[src/rtl/tx0_flexo_ctl_if.sv]
// tx0_flexo_ctl_if: CPU, host byte link and key handshake bundle for the Flexowriter controller.
interface tx0_flexo_ctl_if;
  logic start_print;
  logic start_punch;
  logic [0:5] code_in;
  logic hole7_in;
  logic complete;
  logic tx_valid;
  logic tx_ready;
  logic [0:8] tx_data;
  logic rx_valid;
  logic [0:5] rx_data;
  logic rx_ready;
  logic [0:5] key_code;
  logic key_strobe;
  logic overrun;
  modport slave (
    input start_print, start_punch, code_in, hole7_in, tx_ready, rx_valid, rx_data,
    output complete, tx_valid, tx_data, rx_ready, key_code, key_strobe, overrun
  );
  modport master (
    output start_print, start_punch, code_in, hole7_in, tx_ready, rx_valid, rx_data,
    input complete, tx_valid, tx_data, rx_ready, key_code, key_strobe, overrun
  );
endinterface

[src/rtl/tx0_flexo_ctl.sv]
// tx0_flexo_ctl: TX-0 Flexowriter controller -- paces CPU print/punch into a host FIFO and strobes keys.
// Define FLEXO_ECHO_EN to also push every strobed key into the FIFO as a print entry.
module tx0_flexo_ctl #(
  parameter int DEPTH = 4,
  parameter int CHAR_CYCLES = 1000,
  parameter int KEY_GAP = 16
) (
  input logic clk,
  input logic reset,
  tx0_flexo_ctl_if.slave f
);
  localparam int AW = $clog2(DEPTH);
  localparam int CW = $clog2(CHAR_CYCLES);
  localparam int GW = $clog2(KEY_GAP + 1);
  typedef enum logic [1:0] {IDLE, WAIT_SPACE, PACE, DONE} state_t;
  state_t state_q, state_d;
  logic [CW-1:0] cnt_q, cnt_d;
  logic [0:8] pend_q, pend_d;
  logic [0:8] mem_q [DEPTH];
  logic [0:8] mem_d [DEPTH];
  logic [AW-1:0] wptr_q, wptr_d, rptr_q, rptr_d;
  logic [AW:0] count_q, count_d;
  logic [GW-1:0] gap_q, gap_d;
  logic [0:5] hold_code_q, hold_code_d, key_code_q, key_code_d;
  logic hold_q, hold_d;
  logic complete_q, complete_d;
  logic overrun_q, overrun_d;
  logic key_strobe_q, key_strobe_d;
  logic start, full, pop, push, fsm_push, strobe, rx_ready, rx_take;
  logic [0:8] entry, fsm_entry, push_entry;
  assign start = f.start_print | f.start_punch;
  assign entry = {f.start_print, f.start_punch, f.hole7_in, f.code_in};
  assign full = count_q == (AW + 1)'(DEPTH);
  assign pop = count_q != '0 && f.tx_ready;
  assign rx_ready = !hold_q && gap_q == '0;
  assign rx_take = f.rx_valid && rx_ready;
`ifdef FLEXO_ECHO_EN
  // A key strobe is never issued in a cycle with an FSM push, so the echo only needs FIFO space.
  assign strobe = hold_q && state_q == IDLE && !start && (!full || pop);
  assign push = fsm_push | strobe;
  assign push_entry = fsm_push ? fsm_entry : {3'b100, hold_code_q};
`else
  assign strobe = hold_q && state_q == IDLE && !start;
  assign push = fsm_push;
  assign push_entry = fsm_entry;
`endif
  always_comb begin
    state_d = state_q;
    cnt_d = cnt_q;
    pend_d = pend_q;
    fsm_push = 1'b0;
    fsm_entry = pend_q;
    complete_d = 1'b0;
    overrun_d = overrun_q | (start && state_q != IDLE);
    case (state_q)
      IDLE: if (start) begin
        pend_d = entry;
        fsm_entry = entry;
        fsm_push = !full;
        state_d = full ? WAIT_SPACE : PACE;
        cnt_d = CW'(CHAR_CYCLES - 1);
      end
      WAIT_SPACE: if (!full || pop) begin
        fsm_push = 1'b1;
        state_d = PACE;
        cnt_d = CW'(CHAR_CYCLES - 1);
      end
      PACE: begin
        cnt_d = cnt_q - CW'(cnt_q != '0);
        complete_d = cnt_q == '0;
        state_d = cnt_q == '0 ? DONE : PACE;
      end
      default: state_d = IDLE;
    endcase
  end
  always_comb begin
    mem_d = mem_q;
    if (push) mem_d[wptr_q] = push_entry;
    wptr_d = push ? wptr_q + AW'(1) : wptr_q;
    rptr_d = pop ? rptr_q + AW'(1) : rptr_q;
    count_d = count_q + (AW + 1)'(push) - (AW + 1)'(pop);
    hold_d = strobe ? 1'b0 : (rx_take | hold_q);
    hold_code_d = rx_take ? f.rx_data : hold_code_q;
    gap_d = strobe ? GW'(KEY_GAP) : gap_q - GW'(gap_q != '0);
    key_strobe_d = strobe;
    key_code_d = strobe ? hold_code_q : key_code_q;
  end
  always_ff @(posedge clk or posedge reset) begin
    if (reset) begin
      state_q <= IDLE;
      cnt_q <= '0;
      pend_q <= '0;
      mem_q <= '{default: '0};
      wptr_q <= '0;
      rptr_q <= '0;
      count_q <= '0;
      gap_q <= '0;
      hold_q <= 1'b0;
      hold_code_q <= '0;
      key_code_q <= '0;
      key_strobe_q <= 1'b0;
      complete_q <= 1'b0;
      overrun_q <= 1'b0;
    end else begin
      state_q <= state_d;
      cnt_q <= cnt_d;
      pend_q <= pend_d;
      mem_q <= mem_d;
      wptr_q <= wptr_d;
      rptr_q <= rptr_d;
      count_q <= count_d;
      gap_q <= gap_d;
      hold_q <= hold_d;
      hold_code_q <= hold_code_d;
      key_code_q <= key_code_d;
      key_strobe_q <= key_strobe_d;
      complete_q <= complete_d;
      overrun_q <= overrun_d;
    end
  end
  assign f.complete = complete_q;
  assign f.tx_valid = count_q != '0;
  assign f.tx_data = mem_q[rptr_q];
  assign f.rx_ready = rx_ready;
  assign f.key_code = key_code_q;
  assign f.key_strobe = key_strobe_q;
  assign f.overrun = overrun_q;
endmodule

[src/flat_wrapper.sv]
// flat-port wrapper written by rule: the top's interface ports become plain ports
module tx0_flexo_ctl_flat 
#(
  parameter int DEPTH = 4,
  parameter int CHAR_CYCLES = 1000,
  parameter int KEY_GAP = 16
)
  (clk, reset, f_start_print, f_start_punch, f_code_in, f_hole7_in, f_tx_ready, f_rx_valid, f_rx_data, f_complete, f_tx_valid, f_tx_data, f_rx_ready, f_key_code, f_key_strobe, f_overrun);
  tx0_flexo_ctl_if f_i ();
  input logic clk;
  input logic reset;
  input wire logic [$bits(f_i.start_print)-1:0] f_start_print;
  input wire logic [$bits(f_i.start_punch)-1:0] f_start_punch;
  input wire logic [$bits(f_i.code_in)-1:0] f_code_in;
  input wire logic [$bits(f_i.hole7_in)-1:0] f_hole7_in;
  input wire logic [$bits(f_i.tx_ready)-1:0] f_tx_ready;
  input wire logic [$bits(f_i.rx_valid)-1:0] f_rx_valid;
  input wire logic [$bits(f_i.rx_data)-1:0] f_rx_data;
  output wire logic [$bits(f_i.complete)-1:0] f_complete;
  output wire logic [$bits(f_i.tx_valid)-1:0] f_tx_valid;
  output wire logic [$bits(f_i.tx_data)-1:0] f_tx_data;
  output wire logic [$bits(f_i.rx_ready)-1:0] f_rx_ready;
  output wire logic [$bits(f_i.key_code)-1:0] f_key_code;
  output wire logic [$bits(f_i.key_strobe)-1:0] f_key_strobe;
  output wire logic [$bits(f_i.overrun)-1:0] f_overrun;
  assign f_i.start_print = f_start_print;
  assign f_i.start_punch = f_start_punch;
  assign f_i.code_in = f_code_in;
  assign f_i.hole7_in = f_hole7_in;
  assign f_i.tx_ready = f_tx_ready;
  assign f_i.rx_valid = f_rx_valid;
  assign f_i.rx_data = f_rx_data;
  assign f_complete = f_i.complete;
  assign f_tx_valid = f_i.tx_valid;
  assign f_tx_data = f_i.tx_data;
  assign f_rx_ready = f_i.rx_ready;
  assign f_key_code = f_i.key_code;
  assign f_key_strobe = f_i.key_strobe;
  assign f_overrun = f_i.overrun;
  tx0_flexo_ctl #(.DEPTH(DEPTH), .CHAR_CYCLES(CHAR_CYCLES), .KEY_GAP(KEY_GAP)) u_core (.clk(clk), .reset(reset), .f(f_i));
endmodule
[config.mk]
export PLATFORM = sky130hd
export DESIGN_NAME = tx0_flexo_ctl_flat
export DESIGN_NICKNAME = d
export VERILOG_FILES = /design/src/rtl/tx0_flexo_ctl_if.sv /design/src/rtl/tx0_flexo_ctl.sv /design/src/flat_wrapper.sv
export SDC_FILE = /design/constraint.sdc
export NUM_CORES = 1
export LEC_CHECK = 0
export ABC_AREA = 1
export BUFFER_PORTS_ARGS = -buffer_cell sky130_fd_sc_hd__buf_2
export CORE_MARGIN = 2
export CORE_UTILIZATION = 45
export DETAILED_ROUTE_END_ITERATION = 10
export GPL_TIMING_DRIVEN = 0
export PLACE_DENSITY_LB_ADDON = 0.2
export SYNTH_ARGS = -nofsm -noshare
export SYNTH_HDL_FRONTEND = slang
export SYNTH_SLANG_ARGS = --single-unit
[constraint.sdc]
create_clock -name clk -period 4.15 [get_ports clk]
set_input_delay 0.415 -clock clk [delete_from_list [all_inputs] [get_ports clk]]
set_output_delay 0.415 -clock clk [all_outputs]
set_load 0.05 [all_outputs]
After elaboration in Yosys (flattened, before gate mapping). Index checks and enable logic that the tools add are counted.

Register bits after elaboration: 85. Input bits: 19.

Reductions and logical operators: 21. Muxes and demuxes: 22. Add/subtract/negate cells: 6. Equal/unequal tests: 5. Bitwise gates (word level): 5. Magnitude comparators: 3.

Operators with widths (number): $mux 9 (5); $bwmux 36 (1); $pmux 10 s3 (1); $mux 10 (2); $bmux 9 s2 (1); $demux 9 s2 (1); $logic_not 10->1 (1); $reduce_bool 10->1 (1); $sub 10x1->10 (1); $logic_and 1x1->1 (7); $ge 3x3->1 const B (2); $mux 2 (3); $not 2->3 (2); $pmux 2 s3 (1); $reduce_bool 3->1 (2); $logic_not 5->1 (1); $mux 1 (5); $mux 5 (1); $reduce_bool 5->1 (1); $sub 5x1->5 (1); $add 2x1->2 const B (2); $ne 2x1->1 const B (2); $add 3x1->3 (1); $eq 3x3->1 const B (1); 12 further kinds (16).

Longest topological paths before layout.
Depth after elaboration: 7. Gate-level depth with buffers: 13. Gate-level depth less buffers: 13.

Worst setup path after synthesis. Ideal clock, no wire load.

Kind: register -> register. From: register u_core.state_q[0]. To: register u_core.count_q[2]. Slack: 2.045 ns. Cell stages (with the launch flop): 12. Library setup time: 0.129 ns. Clock period less this slack: 2.105 ns. Data required time: 4.021 ns. Arrival time: 1.977 ns. Buffers on the path: 2. Cell sequence: dfrtp_1 -> inv_1 -> ha_1 -> buf_6 -> inv_4 -> nor2_8 -> a21oi_4 -> nor2_8 -> buf_6 -> ha_1 -> fa_1 -> xor2_1.

Longest elaborated chain between the ends: 4. Elaborated cells on any way between the ends: 5. Those cells by class: 2 x add/sub; 1 x eq/ne; 1 x mux; 1 x reduce/logical.

Ends and longest elaborated chain: start: declaration (RTL line tx0_flexo_ctl.sv:16) `state_t state_q, state_d;`; start signal: assignment (RTL line tx0_flexo_ctl.sv:105) `state_q <= state_d;`; $eq 2x1->1 / $logic_not 2->1 (equally long branches) (RTL line tx0_flexo_ctl.sv:55) `case (state_q)`; $pmux 1 s2 (*) (RTL line tx0_flexo_ctl.sv:55); named net u_core.fsm_push (RTL line tx0_flexo_ctl.sv:29) `logic start, full, pop, push, fsm_push, strobe, rx_ready, rx_take;`; $add 3x1->3 (*) (RTL line tx0_flexo_ctl.sv:81) `count_d = count_q + (AW + 1)'(push) - (AW + 1)'(pop);`; $sub 3x1->3 (*) (RTL line tx0_flexo_ctl.sv:81); named net u_core.count_d[2] (RTL line tx0_flexo_ctl.sv:22) `logic [AW:0] count_q, count_d;`; end signal: assignment (RTL line tx0_flexo_ctl.sv:111) `count_q <= count_d;`; end: declaration (RTL line tx0_flexo_ctl.sv:22).

Mark *: on every way through the listed nets, which the timed path passes. The rest lies on a longest branch. A chain may end at the register's enable or synchronous reset.

Final worst setup path.
From: register u_core.rptr_q[0]. To: output f_tx_data[5].

Longest elaborated chain between the ends: 4.

Ends and longest elaborated chain: start: declaration (RTL line tx0_flexo_ctl.sv:21) `logic [AW-1:0] wptr_q, wptr_d, rptr_q, rptr_d;`; start signal: assignment (RTL line tx0_flexo_ctl.sv:110) `rptr_q <= rptr_d;`; $not 2->3 (implied by the code) (RTL line tx0_flexo_ctl.sv:123) `assign f.tx_data = mem_q[rptr_q];`; $bmux 9 s2 (RTL line tx0_flexo_ctl.sv:123); $mux 9 (implied by the code) (2 in a row) (RTL line tx0_flexo_ctl.sv:123); end: declaration (RTL line flat_wrapper.sv:21) `output wire logic [$bits(f_i.tx_data)-1:0] f_tx_data;`.

No other way between the ends. The select of a mux whose other input is x is not followed.

==> metrics <==
Cells after Synth approximately 480; Post-Place Worst Slack around 1900 ps; ys async rst share between 90% and 100%; Worst EP arrival between 2000 and 2500 ps; synthesized area per cell 8.63 µm²; Top FF cell, synth dfrtp_1; CTS tree done; post-synthesis sequential area ratio 51.1%; Crit Path Category flip-flop to primary output; Worst Setup Start Kind flip-flop; CP max-delay cell clkbuf_1; Area Overhead vs Synth 13.6%; final setup skew approximately 15 ps; crit path cell chain inv_1 -> clkbuf_1 -> nor2_1 -> o22ai_1 -> buf_2; drt initial violations roughly 190; core area just over 9000 µm²; largest net degree at the start of global routing about 50; Final Cycle Share 59.5%; EDFF count, synth 0; share of cells above drive strength 1 around 17%; Hold Violations, Final 0; #FFs+latches synth 85; worst min-delay path class input pin to async pin; mean routed wirelength per cell 13.6 µm; Setup Buffers After CTS 0; Final Max Slew Viols 0; Worst IR Drop VDD about 0.38 mV; Antenna Nets Post-Route 0; Overflow after GRT 0; Clock Latency Late Sink about 360 ps; vias per cell between 5 and 6; Worst Max-Slew Pin Slew approximately 540 ps; Finish-stage setup viols 0; final core utilization roughly 52%; status complete, no violations; setup TNS 0 ps; synthesis warning total 0; GR Util All Layers between 10% and 20%; PnR worst setup slack 1680 ps; Power Total about 4.0 mW; critical path required time roughly 3700 ps; Critical Path Fanout Max 10; Cell Area, Synth approximately 4200 µm²; hold_buf cts 0; CP Capture Type primary output; FILL cells 885; Post-route DRC 0; Clock Tree Root clkbuf_8; CP max stage delay around 470 ps; IO Pins 39; f_max roughly 0.4 GHz; die height roughly 100 µm; PwrDens approximately 840 nW/µm²; CTS clk-pin slew, worst paths 100 ps; Placer Congestion just over 0.8; drt first pass iters 4; # nets final around 570; final WL 8840 µm; post-CTS sizing 0; dpl hpwl 6210 µm; DR vias between 3000 and 4000; Leak approximately 2.5 nW; Initial Utilization between 40 and 50%; antenna violations before repair 0; first-pass GRT wire length between 15000 and 20000 µm; Worst slew margin between 60% and 70%; Synth cell types 33; row count 35; vias in the first global route between 3000 and 4000; most frequent cells in the layout nand2_1 (157), dfrtp_1 (85), nand3_1 (53), buf_2 (42), o21ai_0 (38); Post-Syn Nets between 500 and 600; Die Wd between 100 and 150 µm; CTS Buf Count 9; unrepaired setup endpoints after global routing false; Die ar. between 10000 and 15000 µm²; CTS Sinks 85; H-tree depth 3; max cap viols 0; Min Clock Period, post-route 2470 ps; IO buf count 38; commonest non-fill, non-tap cell in the layout nand2_1; Antenna diodes 0; Max clock buf depth 2
## final cells by class
type	count	area, µm²	area share (%)
sequential	85	2130	45.0
multi-input combinational	341	1760	37.2
timing repair buffer	39	218	4.61
inverter	39	151	3.20
tap	111	139	2.94
clock buffer	10	138	2.91
buffer	17	126	2.67
clock inverter	6	68.8	1.46
## worst paths after layout
| path | endpoint | startpoint | slack [ps] | cells after the start |
|---|---|---|---|---|
| max | f_tx_data[5] | u_core.rptr_q[0]$_DFFE_PP0P_ | 1680 | 5 |
| min | u_core.cnt_q[5]$_DFFE_PP0P_ | reset | 80 | 2 |
| max reg2reg | u_core.count_q[2]$_DFF_PP0_ | u_core.state_q[0]$_DFFE_PP0P_ | 1880 | 11 |
| min reg2reg | u_core.mem_q[14]$_DFFE_PP0P_ | u_core.mem_q[14]$_DFFE_PP0P_ | 470 | 2 |
| max in group asynchronous | u_core.mem_q[12]$_DFFE_PP0P_ | reset | 3450 | 3 |
| min in group clk | u_core.hold_code_q[4]$_DFFE_PP0P_ | f_rx_data[1] | 260 | 3 |
## state kept, by name, summed over array words and instances (netlist names)
register,count
u_core.count_q,3
u_core.f.complete,1
u_core.state_q,2
u_core.gap_q,5
u_core.f.key_code,6
u_core.pend_q,9
u_core.wptr_q,2
u_core.hold_code_q,6
u_core.f.overrun,1
u_core.f.key_strobe,1
u_core.rptr_q,2
u_core.mem_q,36
u_core.hold_q,1
u_core.cnt_q,10
## synth_stat cells, types with 2 or more instances
cell,count,area (µm²)
a21oi_1,2,10.0
buf_2,4,20.0
buf_6,5,56.3
clkbuf_1,5,18.8
dfrtp_1,85,2130
ha_1,14,175
inv_1,37,139
nand2_1,157,589
nand2_2,4,25.0
nand2_4,3,33.8
nand3_1,53,265
nor2_1,35,131
nor2_4,4,45.0
nor2_8,2,40.0
o21ai_0,38,190
o21ai_2,6,52.6
o22ai_1,9,56.3
xor2_1,4,35.0
## where the power goes
| part | internal (mW) | switching (mW) | total (mW) |
|---|---|---|---|
| logic | 0.582 | 1.38 | 1.96 |
| clock network | 0.300 | 0.309 | 0.609 |
| registers | 1.20 | 0.210 | 1.41 |
| total | 2.08 | 1.90 | 3.97 |
## per-layer routing
metal / up-vias / routed length, µm / GRT usage, %
li1: 1650 / - / -
met1: 1592 / 4040 / 26.4
met2: 58 / 4380 / 32.3
met3: 5 / 346 / 3.76
met4: 0 / 75 / 5.80
met5: - / 0 / 0
## metrics by stage
step	hold WS [ps]	cell area [µm²]	std cells
global placement	449	4490	631
floorplan	437	4160	482
global route	116	4730	648
detailed placement	453	4520	632
CTS	96.0	4730	648
finish	78.4	4730	648
## kinds of logic (layout without fill, tap and decap cells)
family                   Yosys count  after routing  synth area share [%]
flip-flops                        85             85                  51.1
AO/OA/AOI/OAI                     58             58                  8.18
AND/OR/NAND/NOR                  262            262                  28.0
XOR/XNOR                           6              6                  1.44
buffers and inverters             56            111                  6.61
adder cells (fa/ha/maj)           15             15                  4.69
## worst max-delay path: cells and delay by family, from the launching register on
family	cells	cell delay [ps]
AOI/OAI and AO/OA	1	220
buffers and inverters	3	1010
DFF	1	400
and+or+nand+nor	1	80
No activity file was read; power rests on OpenSTA's default activity.
